### config.mk
export PLATFORM = sky130hd
export DESIGN_NAME = ddr_test_sequencer_flat
export DESIGN_NICKNAME = d
export VERILOG_FILES = /design/src/rtl/ddr_test_pkg.sv /design/src/rtl/ddr_test_sequencer_if.sv /design/src/rtl/ddr_test_sequencer_burst_tracker.sv /design/src/rtl/ddr_test_sequencer.sv /design/src/flat_wrapper.sv
export SDC_FILE = /design/constraint.sdc
export NUM_CORES = 1
export LEC_CHECK = 0
export ABC_AREA = 1
export ABC_CLOCK_PERIOD_IN_PS = 3200
export CAP_MARGIN = 20
export CORE_ASPECT_RATIO = 0.8
export CORE_MARGIN = 4
export CORE_UTILIZATION = 50
export CTS_CLUSTER_DIAMETER = 30
export DETAILED_ROUTE_END_ITERATION = 16
export PLACE_DENSITY_LB_ADDON = 0.12
export SLEW_MARGIN = 5
export SYNTH_ARGS = -nofsm -noshare
export SYNTH_HDL_FRONTEND = slang
export SYNTH_SLANG_ARGS = --single-unit
### constraint.sdc
create_clock -name i_clk -period 3.2 [get_ports i_clk]
set_clock_uncertainty 0.15 [all_clocks]
set_input_delay 0.96 -clock i_clk [delete_from_list [all_inputs] [get_ports i_clk]]
set_output_delay 0.96 -clock i_clk [all_outputs]
set_load 0.01 [all_outputs]
### src/rtl/ddr_test_pkg.sv
// ddr_test_pkg: shared definitions for the DDR4 traffic test sequencer.
//   - sequencer state encoding
//   - default beat size (log2 bytes)
//   - clamp helpers: a zero count or length is treated as one
package ddr_test_pkg;

    localparam int unsigned BEAT_BYTES_LOG2_DEF = 6;

    localparam logic [2:0] ST_IDLE_ENC   = 3'd0;
    localparam logic [2:0] ST_WR_RUN_ENC = 3'd1;
    localparam logic [2:0] ST_RD_RUN_ENC = 3'd2;
    localparam logic [2:0] ST_NEXT_ENC   = 3'd3;
    localparam logic [2:0] ST_DONE_ENC   = 3'd4;
    localparam logic [2:0] ST_FAULT_ENC  = 3'd5;

    typedef enum logic [2:0] {
        StIdle  = ST_IDLE_ENC,
        StWrRun = ST_WR_RUN_ENC,
        StRdRun = ST_RD_RUN_ENC,
        StNext  = ST_NEXT_ENC,
        StDone  = ST_DONE_ENC,
        StFault = ST_FAULT_ENC
    } seq_state_e;

    function automatic logic [7:0] clamp8(input logic [7:0] v);
        return (v == 8'd0) ? 8'd1 : v;
    endfunction

    function automatic logic [15:0] clamp16(input logic [15:0] v);
        return (v == 16'd0) ? 16'd1 : v;
    endfunction

endpackage

### src/rtl/ddr_test_sequencer_if.sv
// ddr_test_sequencer_if: host configuration/status plus write/read generator handshakes.
//   master: the sequencer (drives enables, address, tags and status)
//   slave : host + generators (drive start, config, handshake pulses, rd_error)
interface ddr_test_sequencer_if #(
    parameter int unsigned ADDR_W    = 32,
    parameter int unsigned ERR_CNT_W = 16
);
    logic                 start;
    logic [ADDR_W-1:0]    base_addr;
    logic [7:0]           num_iters;
    logic [7:0]           num_streams;
    logic [15:0]          bursts_per_stream;
    logic [7:0]           burst_len_cfg;
    logic                 wr_en;
    logic                 wr_adr_neg;
    logic                 wr_finish;
    logic                 rd_en;
    logic                 rd_adr_neg;
    logic                 rd_finish;
    logic                 rd_error;
    logic [ADDR_W-1:0]    gen_addr;
    logic [7:0]           iter_num;
    logic [7:0]           stream_num;
    logic [7:0]           burst_length;
    logic                 busy;
    logic                 done;
    logic                 error;
    logic                 timeout;
    logic [ERR_CNT_W-1:0] err_count;

    modport master (
        input  start, base_addr, num_iters, num_streams, bursts_per_stream, burst_len_cfg,
        input  wr_adr_neg, wr_finish, rd_adr_neg, rd_finish, rd_error,
        output wr_en, rd_en, gen_addr, iter_num, stream_num, burst_length,
        output busy, done, error, timeout, err_count
    );

    modport slave (
        output start, base_addr, num_iters, num_streams, bursts_per_stream, burst_len_cfg,
        output wr_adr_neg, wr_finish, rd_adr_neg, rd_finish, rd_error,
        input  wr_en, rd_en, gen_addr, iter_num, stream_num, burst_length,
        input  busy, done, error, timeout, err_count
    );

endinterface

### src/rtl/ddr_test_sequencer_burst_tracker.sv
// ddr_test_sequencer_burst_tracker: one generator phase (write or read) of a stream.
//   i_clk, i_reset : clock, synchronous active-high reset
//   i_start        : arm the phase (enable high next cycle, counters cleared)
//   i_abort        : drop the enable (watchdog fault)
//   i_bursts       : bursts in this phase, already clamped to >= 1
//   i_adr_neg      : address handshake pulse from the generator
//   i_finish       : burst completion pulse from the generator
//   o_en           : generator enable, gated low in the cycle of the last finish
//   o_adr_step     : accepted address handshake (advance the shared address)
//   o_last_done    : accepted finish of the last burst
module ddr_test_sequencer_burst_tracker (
    input  logic        i_clk,
    input  logic        i_reset,
    input  logic        i_start,
    input  logic        i_abort,
    input  logic [15:0] i_bursts,
    input  logic        i_adr_neg,
    input  logic        i_finish,
    output logic        o_en,
    output logic        o_adr_step,
    output logic        o_last_done
);
    logic        r_en;
    logic [15:0] r_issued;
    logic [15:0] r_done;
    logic        w_last;
    logic        w_adr_ok;
    logic        w_fin_ok;

    assign w_last   = (r_done == (i_bursts - 16'd1));
    // Handshakes only count while the phase owns the generator.
    assign w_adr_ok = r_en & i_adr_neg & (r_issued != i_bursts);
    assign w_fin_ok = r_en & i_finish;

    // Combinational drop on the last finish so the generator idles instead of
    // launching one more burst before the registered enable falls.
    assign o_en        = r_en & ~(w_last & i_finish);
    assign o_adr_step  = w_adr_ok;
    assign o_last_done = w_fin_ok & w_last;

    always_ff @(posedge i_clk) begin
        if (i_reset) begin
            r_en     <= 1'b0;
            r_issued <= 16'd0;
            r_done   <= 16'd0;
        end else if (i_start) begin
            r_en     <= 1'b1;
            r_issued <= 16'd0;
            r_done   <= 16'd0;
        end else if (i_abort) begin
            r_en     <= 1'b0;
        end else begin
            if (w_adr_ok) begin
                r_issued <= r_issued + 16'd1;
            end
            if (w_fin_ok) begin
                r_done <= r_done + 16'd1;
                if (w_last) begin
                    r_en <= 1'b0;
                end
            end
        end
    end

endmodule

### src/rtl/ddr_test_sequencer.sv
// ddr_test_sequencer: runs write-then-read/compare over iterations x streams x bursts.
//   i_clk, i_reset : clock, synchronous active-high reset
//   io_bus         : host config/status and both generator handshakes (master side)
// Each stream writes its bursts from the stream start address, rewinds, reads the
// same addresses back, then the next stream continues from where this one ended.
module ddr_test_sequencer
    import ddr_test_pkg::*;
#(
    parameter int unsigned ADDR_W          = 32,
    parameter int unsigned BEAT_BYTES_LOG2 = BEAT_BYTES_LOG2_DEF,
    parameter int unsigned TIMEOUT_CYC     = 4096,
    parameter int unsigned ERR_CNT_W       = 16
) (
    input  logic               i_clk,
    input  logic               i_reset,
    ddr_test_sequencer_if.master io_bus
);
    localparam int unsigned WDOG_W = $clog2(TIMEOUT_CYC + 1);

    seq_state_e           r_state;
    seq_state_e           w_state_next;
    logic [7:0]           r_iters;
    logic [7:0]           r_streams;
    logic [15:0]          r_bursts;
    logic [7:0]           r_len;
    logic [7:0]           r_iter;
    logic [7:0]           r_stream;
    logic [ADDR_W-1:0]    r_addr;
    logic [ADDR_W-1:0]    r_stream_base;
    logic                 r_done;
    logic                 r_error;
    logic                 r_timeout;
    logic [ERR_CNT_W-1:0] r_err_cnt;
    logic [WDOG_W-1:0]    r_wdog;

    logic              w_idle_like;
    logic              w_launch;
    logic              w_running;
    logic              w_any_finish;
    logic              w_wdog_fire;
    logic              w_final;
    logic [ADDR_W-1:0] w_step;
    logic              w_wr_start;
    logic              w_rd_start;
    logic              w_wr_en;
    logic              w_rd_en;
    logic              w_wr_step;
    logic              w_rd_step;
    logic              w_wr_last;
    logic              w_rd_last;

    assign w_idle_like  = (r_state == StIdle) | (r_state == StDone) | (r_state == StFault);
    assign w_launch     = io_bus.start & w_idle_like;
    assign w_running    = (r_state == StWrRun) | (r_state == StRdRun);
    assign w_any_finish = io_bus.wr_finish | io_bus.rd_finish;
    assign w_wdog_fire  = w_running & ~w_any_finish & (r_wdog == WDOG_W'(TIMEOUT_CYC - 1));
    assign w_final      = (r_stream == (r_streams - 8'd1)) & (r_iter == (r_iters - 8'd1));
    assign w_step       = {{(ADDR_W - 8){1'b0}}, r_len} << BEAT_BYTES_LOG2;

    // Arm a phase on entry so its enable is registered high from the first cycle.
    assign w_wr_start = (w_state_next == StWrRun) & (r_state != StWrRun);
    assign w_rd_start = (w_state_next == StRdRun) & (r_state != StRdRun);

    ddr_test_sequencer_burst_tracker u_wr_trk (
        .i_clk       (i_clk),
        .i_reset     (i_reset),
        .i_start     (w_wr_start),
        .i_abort     (w_wdog_fire),
        .i_bursts    (r_bursts),
        .i_adr_neg   (io_bus.wr_adr_neg),
        .i_finish    (io_bus.wr_finish),
        .o_en        (w_wr_en),
        .o_adr_step  (w_wr_step),
        .o_last_done (w_wr_last)
    );

    ddr_test_sequencer_burst_tracker u_rd_trk (
        .i_clk       (i_clk),
        .i_reset     (i_reset),
        .i_start     (w_rd_start),
        .i_abort     (w_wdog_fire),
        .i_bursts    (r_bursts),
        .i_adr_neg   (io_bus.rd_adr_neg),
        .i_finish    (io_bus.rd_finish),
        .o_en        (w_rd_en),
        .o_adr_step  (w_rd_step),
        .o_last_done (w_rd_last)
    );

    always_comb begin
        w_state_next = r_state;
        unique case (r_state)
            StIdle, StDone, StFault: begin
                if (io_bus.start) w_state_next = StWrRun;
            end
            StWrRun: begin
                if (w_wdog_fire)    w_state_next = StFault;
                else if (w_wr_last) w_state_next = StRdRun;
            end
            StRdRun: begin
                if (w_wdog_fire)    w_state_next = StFault;
                else if (w_rd_last) w_state_next = StNext;
            end
            StNext: begin
                w_state_next = w_final ? StDone : StWrRun;
            end
            default: w_state_next = StIdle;
        endcase
    end

    always_ff @(posedge i_clk) begin
        if (i_reset) begin
            r_state       <= StIdle;
            r_iters       <= 8'd0;
            r_streams     <= 8'd0;
            r_bursts      <= 16'd0;
            r_len         <= 8'd0;
            r_iter        <= 8'd0;
            r_stream      <= 8'd0;
            r_addr        <= '0;
            r_stream_base <= '0;
            r_done        <= 1'b0;
            r_error       <= 1'b0;
            r_timeout     <= 1'b0;
            r_err_cnt     <= '0;
            r_wdog        <= '0;
        end else begin
            r_state <= w_state_next;

            if ((w_state_next != r_state) || w_any_finish) begin
                r_wdog <= '0;
            end else if (w_running) begin
                r_wdog <= r_wdog + WDOG_W'(1);
            end

            if (w_launch) begin
                r_iters       <= clamp8(io_bus.num_iters);
                r_streams     <= clamp8(io_bus.num_streams);
                r_bursts      <= clamp16(io_bus.bursts_per_stream);
                r_len         <= clamp8(io_bus.burst_len_cfg);
                r_iter        <= 8'd0;
                r_stream      <= 8'd0;
                r_addr        <= io_bus.base_addr;
                r_stream_base <= io_bus.base_addr;
                r_done        <= 1'b0;
                r_error       <= 1'b0;
                r_timeout     <= 1'b0;
                r_err_cnt     <= '0;
            end else begin
                if (io_bus.rd_error && (r_state != StIdle)) begin
                    r_error <= 1'b1;
                    if (r_err_cnt != '1) r_err_cnt <= r_err_cnt + ERR_CNT_W'(1);
                end
                if (w_wdog_fire) r_timeout <= 1'b1;

                unique case (r_state)
                    StWrRun: begin
                        // Rewind so the read phase revisits the same addresses.
                        if (w_wr_last)      r_addr <= r_stream_base;
                        else if (w_wr_step) r_addr <= r_addr + w_step;
                    end
                    StRdRun: begin
                        if (w_rd_step) r_addr <= r_addr + w_step;
                    end
                    StNext: begin
                        r_stream_base <= r_addr;
                        if (w_final) begin
                            r_done <= 1'b1;
                        end else if (r_stream == (r_streams - 8'd1)) begin
                            r_stream <= 8'd0;
                            r_iter   <= r_iter + 8'd1;
                        end else begin
                            r_stream <= r_stream + 8'd1;
                        end
                    end
                    default: ;
                endcase
            end
        end
    end

    assign io_bus.wr_en        = w_wr_en;
    assign io_bus.rd_en        = w_rd_en;
    assign io_bus.gen_addr     = r_addr;
    assign io_bus.iter_num     = r_iter;
    assign io_bus.stream_num   = r_stream;
    assign io_bus.burst_length = r_len;
    assign io_bus.busy         = (r_state == StWrRun) | (r_state == StRdRun) | (r_state == StNext);
    assign io_bus.done         = r_done;
    assign io_bus.error        = r_error;
    assign io_bus.timeout      = r_timeout;
    assign io_bus.err_count    = r_err_cnt;

endmodule

### src/flat_wrapper.sv
// flat-port wrapper written by rule: the top's interface ports become plain ports
module ddr_test_sequencer_flat import ddr_test_pkg::*;
#(
    parameter int unsigned ADDR_W          = 32,
    parameter int unsigned BEAT_BYTES_LOG2 = BEAT_BYTES_LOG2_DEF,
    parameter int unsigned TIMEOUT_CYC     = 4096,
    parameter int unsigned ERR_CNT_W       = 16
)
  (i_clk, i_reset, io_bus_start, io_bus_base_addr, io_bus_num_iters, io_bus_num_streams, io_bus_bursts_per_stream, io_bus_burst_len_cfg, io_bus_wr_adr_neg, io_bus_wr_finish, io_bus_rd_adr_neg, io_bus_rd_finish, io_bus_rd_error, io_bus_wr_en, io_bus_rd_en, io_bus_gen_addr, io_bus_iter_num, io_bus_stream_num, io_bus_burst_length, io_bus_busy, io_bus_done, io_bus_error, io_bus_timeout, io_bus_err_count);
  ddr_test_sequencer_if #(.ADDR_W(ADDR_W), .ERR_CNT_W(ERR_CNT_W)) io_bus_i ();
  input  logic i_clk;
  input  logic i_reset;
  input wire logic [$bits(io_bus_i.start)-1:0] io_bus_start;
  input wire logic [$bits(io_bus_i.base_addr)-1:0] io_bus_base_addr;
  input wire logic [$bits(io_bus_i.num_iters)-1:0] io_bus_num_iters;
  input wire logic [$bits(io_bus_i.num_streams)-1:0] io_bus_num_streams;
  input wire logic [$bits(io_bus_i.bursts_per_stream)-1:0] io_bus_bursts_per_stream;
  input wire logic [$bits(io_bus_i.burst_len_cfg)-1:0] io_bus_burst_len_cfg;
  input wire logic [$bits(io_bus_i.wr_adr_neg)-1:0] io_bus_wr_adr_neg;
  input wire logic [$bits(io_bus_i.wr_finish)-1:0] io_bus_wr_finish;
  input wire logic [$bits(io_bus_i.rd_adr_neg)-1:0] io_bus_rd_adr_neg;
  input wire logic [$bits(io_bus_i.rd_finish)-1:0] io_bus_rd_finish;
  input wire logic [$bits(io_bus_i.rd_error)-1:0] io_bus_rd_error;
  output wire logic [$bits(io_bus_i.wr_en)-1:0] io_bus_wr_en;
  output wire logic [$bits(io_bus_i.rd_en)-1:0] io_bus_rd_en;
  output wire logic [$bits(io_bus_i.gen_addr)-1:0] io_bus_gen_addr;
  output wire logic [$bits(io_bus_i.iter_num)-1:0] io_bus_iter_num;
  output wire logic [$bits(io_bus_i.stream_num)-1:0] io_bus_stream_num;
  output wire logic [$bits(io_bus_i.burst_length)-1:0] io_bus_burst_length;
  output wire logic [$bits(io_bus_i.busy)-1:0] io_bus_busy;
  output wire logic [$bits(io_bus_i.done)-1:0] io_bus_done;
  output wire logic [$bits(io_bus_i.error)-1:0] io_bus_error;
  output wire logic [$bits(io_bus_i.timeout)-1:0] io_bus_timeout;
  output wire logic [$bits(io_bus_i.err_count)-1:0] io_bus_err_count;
  assign io_bus_i.start = io_bus_start;
  assign io_bus_i.base_addr = io_bus_base_addr;
  assign io_bus_i.num_iters = io_bus_num_iters;
  assign io_bus_i.num_streams = io_bus_num_streams;
  assign io_bus_i.bursts_per_stream = io_bus_bursts_per_stream;
  assign io_bus_i.burst_len_cfg = io_bus_burst_len_cfg;
  assign io_bus_i.wr_adr_neg = io_bus_wr_adr_neg;
  assign io_bus_i.wr_finish = io_bus_wr_finish;
  assign io_bus_i.rd_adr_neg = io_bus_rd_adr_neg;
  assign io_bus_i.rd_finish = io_bus_rd_finish;
  assign io_bus_i.rd_error = io_bus_rd_error;
  assign io_bus_wr_en = io_bus_i.wr_en;
  assign io_bus_rd_en = io_bus_i.rd_en;
  assign io_bus_gen_addr = io_bus_i.gen_addr;
  assign io_bus_iter_num = io_bus_i.iter_num;
  assign io_bus_stream_num = io_bus_i.stream_num;
  assign io_bus_burst_length = io_bus_i.burst_length;
  assign io_bus_busy = io_bus_i.busy;
  assign io_bus_done = io_bus_i.done;
  assign io_bus_error = io_bus_i.error;
  assign io_bus_timeout = io_bus_i.timeout;
  assign io_bus_err_count = io_bus_i.err_count;
  ddr_test_sequencer #(.ADDR_W(ADDR_W), .BEAT_BYTES_LOG2(BEAT_BYTES_LOG2), .TIMEOUT_CYC(TIMEOUT_CYC), .ERR_CNT_W(ERR_CNT_W)) u_core (.i_clk(i_clk), .i_reset(i_reset), .io_bus(io_bus_i));
endmodule
Yosys cells after proc, flatten, opt, wreduce, memory -nomap -nowiden
Cells that the tools add are included.
{ "classes": {"add_sub_neg": 12, "n_mul": 0, "div_mod_pow": 0, "n_lt_le_gt_ge": 0, "n_eq_ne": 20, "shifts": 0, "muxes": 27, "n_bitwise": 28, "n_reduce_logical": 30} }
{ "op_table": {"columns": ["cell", "count"], "rows": [
  ["$mux 32", 6],
  ["$add 16x1->16 const B", 5],
  ["$pmux 32 s2", 1],
  ["$add 32x14->32", 1],
  ["$eq 16x16->1", 2],
  ["$mux 8", 4],
  ["$ne 16x16->1", 2],
  ["$logic_not 8->1", 3],
  ["$and 1x1->1", 18],
  ["$mux 3", 6],
  ["$reduce_and 2->1", 9],
  ["$reduce_bool 3->1", 6],
  ["$add 8x1->8 const B", 2],
  ["$eq 8x8->1", 2],
  ["$logic_not 16->1", 1],
  ["$mux 16", 1],
  ["$ne 16x16->1 const B", 1],
  ["$sub 16x1->16 const B", 1],
  ["$sub 8x1->8 const B", 2],
  ["$add 13x1->13 const B", 1],
  ["$eq 13x12->1 const B", 1],
  ["$pmux 3 s4", 1],
  ["$eq 3x2->1 const B", 3],
  ["$mux 1", 8],
  ["15 further kinds", 30]
]} }
{ "totals": {"regBits": 221, "latchBits": 0, "mem_bits_rw": 0, "romBits": 0, "inputBits": 80, "out_inout_bits": 78, "elab_cells": 137, "n_memories": 0} }

Longest topological paths before layout
{ "depth": {"ltp_word": 10, "ltp_mapped": 23} }

Cells and area by module
Synthesis repeated with hierarchy kept, for this count alone.
{ "hier_totals": {"cells_unflattened": 2053, "area_unflattened_um2": 13595.5} }
{ "modules_own_cells": {"columns": ["mod", "n_inst", "cells_per_inst", "area_each_um2"], "rows": [
  ["ddr_test_sequencer", 1, 1259, 8629.5],
  ["ddr_test_sequencer_burst_tracker at u_core.u_wr_trk", 1, 401, 2488.6],
  ["ddr_test_sequencer_burst_tracker at u_core.u_rd_trk", 1, 393, 2477.4]
]} }

Worst setup path before layout
Ideal clock, no wire load.
{ "synth_path": {"kind": "register -> output", "from": "reg u_core.r_bursts[0]", "to": "out io_bus_wr_en", "t_arrival_ns": 1.913, "path_slack_ns": 0.177, "path_stages_with_launch": 17, "path_cell_list": "dfxtp_1 buf_6 inv_2 ha_1 clkbuf_2 nand2_2 nor2_2 nand3_1 nand2_1 xor2_1 o21ai_0 nor2_1 nand2_1 nor2_1 nand2_1 nand2_1 inv_1"} }
{ "synth_between": {"elab_chain_len": 5} }
{ "synth_lines": {"columns": ["element", "line_no", "source"], "rows": [
  ["start, declared", "ddr_test_sequencer.sv:24", "logic [15:0] r_bursts;"],
  ["start signal, assigned", "ddr_test_sequencer.sv:139", "r_bursts <= clamp16(io_bus.bursts_per_stream);"],
  ["$sub 16x1->16", "ddr_test_sequencer_burst_tracker.sv:30", "assign w_last = (r_done == (i_bursts - 16'd1));"],
  ["$eq 16x16->1", "ddr_test_sequencer_burst_tracker.sv:30", null],
  ["$and 1x1->1", "ddr_test_sequencer_burst_tracker.sv:37", "assign o_en = r_en & ~(w_last & i_finish);"],
  ["$not 1->1", "ddr_test_sequencer_burst_tracker.sv:37", null],
  ["$and 1x1->1", "ddr_test_sequencer_burst_tracker.sv:37", null],
  ["end, declared", "flat_wrapper.sv:24", "output wire logic [$bits(io_bus_i.wr_en)-1:0] io_bus_wr_en;"]
]} }
Every way passes these cells.

Worst setup path after layout
{ "layout_path": {"from": "reg u_core.r_bursts[1]", "to": "out io_bus_wr_en"} }
Same word-level chain as after synthesis.

==> flow_metrics.env <==
export IMPL_outcome="complete, but fails checks"
export IMPL_failing_checks="negative setup slack"
export IMPL_syn_instance_count=1935
export IMPL_arrival_ps=2490
export IMPL_core_rowCount=52
export IMPL_die_w_um=188.7
export IMPL_worst_endpoint_required_ps=2090
export IMPL_grt_first_pass_wirelength_mm=67.06
export IMPL_final_min_period_over_clock_period=1.125
export IMPL_flow_area_growth_from_synthesis_pct=35.72
export IMPL_wl_per_cell_um=15.81
export IMPL_predominant_post_synthesis_flop_cell="sky130_fd_sc_hd__dfxtp_1"
export IMPL_detailedPlacementHpwl_mm=30.86
export IMPL_regToRegStartpoint="u_core.r_bursts[1]"
export IMPL_slew_headroom=0.6877
export IMPL_crit_path_max_fanout=5
export IMPL_floorplan_initialDensity=0.5122
export IMPL_finalWorstPathRequiredPeriod_ps=3602
export IMPL_maxCapViolations=0
export IMPL_hold_path_startpoint="u_core.io_bus.timeout"
export IMPL_setup_violations=2
export IMPL_timing_critical_path_buf_inv=4
export IMPL_post_layout_total_power_uw=9239
export IMPL_crit_path_cell_trace="buf_4, nor2_4, nand2_4, buf_12, nor2_8, nand3_2, nand2_2, xor2_1, nand3_1, nor2_2, nand2_1, nand2_1, inv_2, buf_6"
export IMPL_cts_clk_slew_worst_paths_ps=50
export IMPL_stdcell_area_um2=17730
export IMPL_post_route_worst_setup_slack_ps=-401.6
export IMPL_cts_inserted_buffers=45
export IMPL_irDropWorstVdd_v=0.0003869
export IMPL_cts_tree="built"
export IMPL_hold_removal_path_class="flop to flop"
export IMPL_placement_io_buffers=157
export IMPL_clock_root_buffer="sky130_fd_sc_hd__clkbuf_16"
export IMPL_power_per_cell_area_nw_per_um2=521.2
export IMPL_timing_worst_slew_pin_value_ps=464.8
export IMPL_count_of_routing_violations_after_the_opening_detailed_route_iteration=1221
export IMPL_delay_of_the_slowest_cell_on_the_worst_path_ps=320
export IMPL_timing_final_hold_violations=0
export IMPL_synth_edff_count=0
export IMPL_maxSlewViolCount=0
export IMPL_setup_ws_pre_cts_ps=-337.5
export IMPL_core_region_area_um2=25500
export IMPL_drtPass1Iterations=6
export IMPL_final_layout_size_suffix_gt1_frac=0.1663
export IMPL_dieHeight_um=152.6
export IMPL_remaining_drc_errors=0
export IMPL_globalRoute_totalOverflow=0
export IMPL_initial_antenna_violation_count=0
export IMPL_cp_end_kind="primary output"
export IMPL_worst_setup_path_startpoint="u_core.r_bursts[1]"
export IMPL_vias_per_cell=5.343
export IMPL_die_area_um2=28790
export IMPL_largest_net_degree_at_the_start_of_global_routing=53
export IMPL_wl_mm=41.40
export IMPL_final_net_count=2334
export IMPL_antennaDiodeCount=0
export IMPL_syn_nets=2035
export IMPL_max_freq_mhz=277.7
export IMPL_placement_cell_area_um2=16020
export IMPL_cts_buffer_depth=3
export IMPL_yosysWarnings=0
export IMPL_ys_types=49
export IMPL_postSynth_asyncResetShare=0
export IMPL_clock_sink_total=221
export IMPL_boundaryPins=158
export IMPL_cp_common_cell="sky130_fd_sc_hd__nand2_1"
export IMPL_p_leak_uw=0.007075
export IMPL_gp_congestion=0.9541
export IMPL_timing_critical_path_max_delay_family="simple AND/OR/NAND/NOR gates"
export IMPL_worst_skew_pair_late_latency_ps=550
export IMPL_crit_type="flop to primary output"
export IMPL_grt_setup_unrepaired="true"
export IMPL_setup_worst_path_start_class="flop"
export IMPL_synth_seq_cells=221
export IMPL_grt_pass1_vias=13140
export IMPL_mappedNetlistArea_um2=13060
export IMPL_totalNegativeSetupSlack_ps=-797.0
export IMPL_track_usage=0.2795
export IMPL_share_of_the_yosys_chip_area_belonging_to_registers=0.3387
export IMPL_ant_nets=0
export IMPL_crit_path_top_delay_cell="sky130_fd_sc_hd__dfxtp_2"
export IMPL_count_of_vias_placed_by_the_detailed_router=13990
export IMPL_h_tree_depth=2
export IMPL_synthesis_area_per_instance_um2=6.751
[layout by cell type, fill, tap and decap left out, drive strengths merged, types with 12 or more instances in the layout]
master	n
nand4	39
a21oi	121
nor4	15
inv	223
nand3	136
nand2	468
xor2	75
or2	15
nor2	234
o21ai	123
clkinv	13
dfxtp	221
buf	166
clkdlybuf4s50	155
clkbuf	55
xnor2	36
a31oi	36
ha	19
o211ai	12
nor3	55
[through the flow]
step / hold slack, ps / std cells / utilization
after floorplan: 300.5 / 1935 / -
after global routing: 339.2 / 2618 / 0.6951
final: 313.1 / 2618 / 0.6951
after detailed placement: 311.6 / 2528 / 0.6281
after global placement: 304.1 / 2528 / 0.6281
after CTS: 316.8 / 2615 / 0.6911
[metal layers]
layer / GRT usage / vias up / part of all wire
li1: - / 6937 / -
met1: 0.4147 / 6346 / 0.47
met2: 0.4038 / 622 / 0.41
met3: 0.06711 / 82 / 0.096
met4: 0.07770 / 0 / 0.023
met5: 0 / - / 0
[synthesized netlist by cell type, types with 4 or more instances]
library cell               instances  area, µm²
sky130_fd_sc_hd__clkbuf_1         39      146.4
sky130_fd_sc_hd__a21oi_1         120      600.6
sky130_fd_sc_hd__inv_1           211      792.0
sky130_fd_sc_hd__xor2_1           75      656.9
sky130_fd_sc_hd__nor3b_1           4      30.03
sky130_fd_sc_hd__nand4_1          39      244.0
sky130_fd_sc_hd__a22o_1            6      52.55
sky130_fd_sc_hd__buf_2            14      70.07
sky130_fd_sc_hd__or2_2            15      93.84
sky130_fd_sc_hd__xnor2_1          36      315.3
sky130_fd_sc_hd__nand2_1         454       1704
sky130_fd_sc_hd__nand2_2          11      68.82
sky130_fd_sc_hd__nand3_1         132      660.6
sky130_fd_sc_hd__o21ai_0         107      535.5
sky130_fd_sc_hd__o211ai_1         12      90.09
sky130_fd_sc_hd__nor4_1           14      87.58
sky130_fd_sc_hd__nor2_1          174      653.1
sky130_fd_sc_hd__inv_2             9      33.78
sky130_fd_sc_hd__o21ai_1          16      80.08
sky130_fd_sc_hd__nand3b_1          7      52.55
sky130_fd_sc_hd__nor2_4           17      191.4
sky130_fd_sc_hd__ha_1             19      237.7
sky130_fd_sc_hd__nor2_2           41      256.5
sky130_fd_sc_hd__a31oi_1          36      225.2
sky130_fd_sc_hd__dfxtp_1         221       4424
sky130_fd_sc_hd__nor3_1           53      265.3
sky130_fd_sc_hd__a211oi_1          4      30.03
sky130_fd_sc_hd__o22ai_1           7      43.79
sky130_fd_sc_hd__buf_6            10      112.6
sky130_fd_sc_hd__nand3_2           4      40.04
[power by group]
group,internal (µW),switching [µW],total (µW),leakage [µW]
clock network,3100,1560,4660,0.000735
registers,2880,131,3010,0.00180
logic,724,848,1570,0.00454
[layout make-up]
type	count	area, µm²
fill	2145	7776
multi-input combinational	1424	7564
sequential	221	4429
timing repair buffer	321	2953
clock buffer	55	1214
inverter	221	829.5
tap	351	439.2
clock inverter	25	300.3
[path summary, 6_finish.rpt]
kind | slack (ps) | cells past startpoint | end
setup / recovery | -400 | 14 | io_bus_wr_en
hold / removal | 310 | 2 | u_core.io_bus.timeout
setup reg to reg | 300 | 17 | u_core.io_bus.gen_addr[20]
hold reg to reg | 310 | 2 | u_core.io_bus.timeout
[worst register-to-register path: stages, from the launching register on]
cell	delay, ps
sky130_fd_sc_hd__dfxtp_2	320
sky130_fd_sc_hd__buf_4	150
sky130_fd_sc_hd__nor2_4	150
sky130_fd_sc_hd__nand2_4	100
sky130_fd_sc_hd__buf_12	140
sky130_fd_sc_hd__nor2_8	130
sky130_fd_sc_hd__nand2_1	90
sky130_fd_sc_hd__nand2_2	90
sky130_fd_sc_hd__nand3_1	70
sky130_fd_sc_hd__nand2_1	120
sky130_fd_sc_hd__buf_4	120
sky130_fd_sc_hd__nand3_1	80
sky130_fd_sc_hd__nor2_2	160
sky130_fd_sc_hd__nand4_1	220
sky130_fd_sc_hd__buf_12	270
sky130_fd_sc_hd__or2_2	310
sky130_fd_sc_hd__nand3_1	70
sky130_fd_sc_hd__a21oi_1	60
[cell families after synthesis]
family | after synthesis | share of synthesized area
AND/OR/NAND/NOR | 975 | 0.3425
AO/OA/AOI/OAI | 316 | 0.1317
buffers and inverters | 290 | 0.09138
flip-flops | 221 | 0.3387
adder cells (fa/ha/maj) | 20 | 0.01973
multiplexers | 2 | 0.001533
XOR/XNOR | 111 | 0.07443
[sequential cells by signal, summed over array words and instances, names as in the netlist]
name                        flops
u_core.io_bus.burst_length      8
u_core.io_bus.done              1
u_core.io_bus.err_count        16
u_core.io_bus.error             1
u_core.io_bus.gen_addr         32
u_core.io_bus.iter_num          8
u_core.io_bus.stream_num        8
u_core.io_bus.timeout           1
u_core.r_bursts                16
u_core.r_iters                  8
u_core.r_state                  3
u_core.r_stream_base           32
u_core.r_streams                8
u_core.r_wdog                  13
u_core.u_rd_trk.r_done         16
u_core.u_rd_trk.r_en            1
u_core.u_rd_trk.r_issued       16
u_core.u_wr_trk.r_done         16
u_core.u_wr_trk.r_en            1
u_core.u_wr_trk.r_issued       16
[repair_timing]
item                       CTS  global route
resized for setup           23            24
hold buffers                 0             0
pin swaps                   16            14
setup endpoints to repair    2             7
buffers inserted             7             3
No activity file was read; power rests on OpenSTA's default activity.
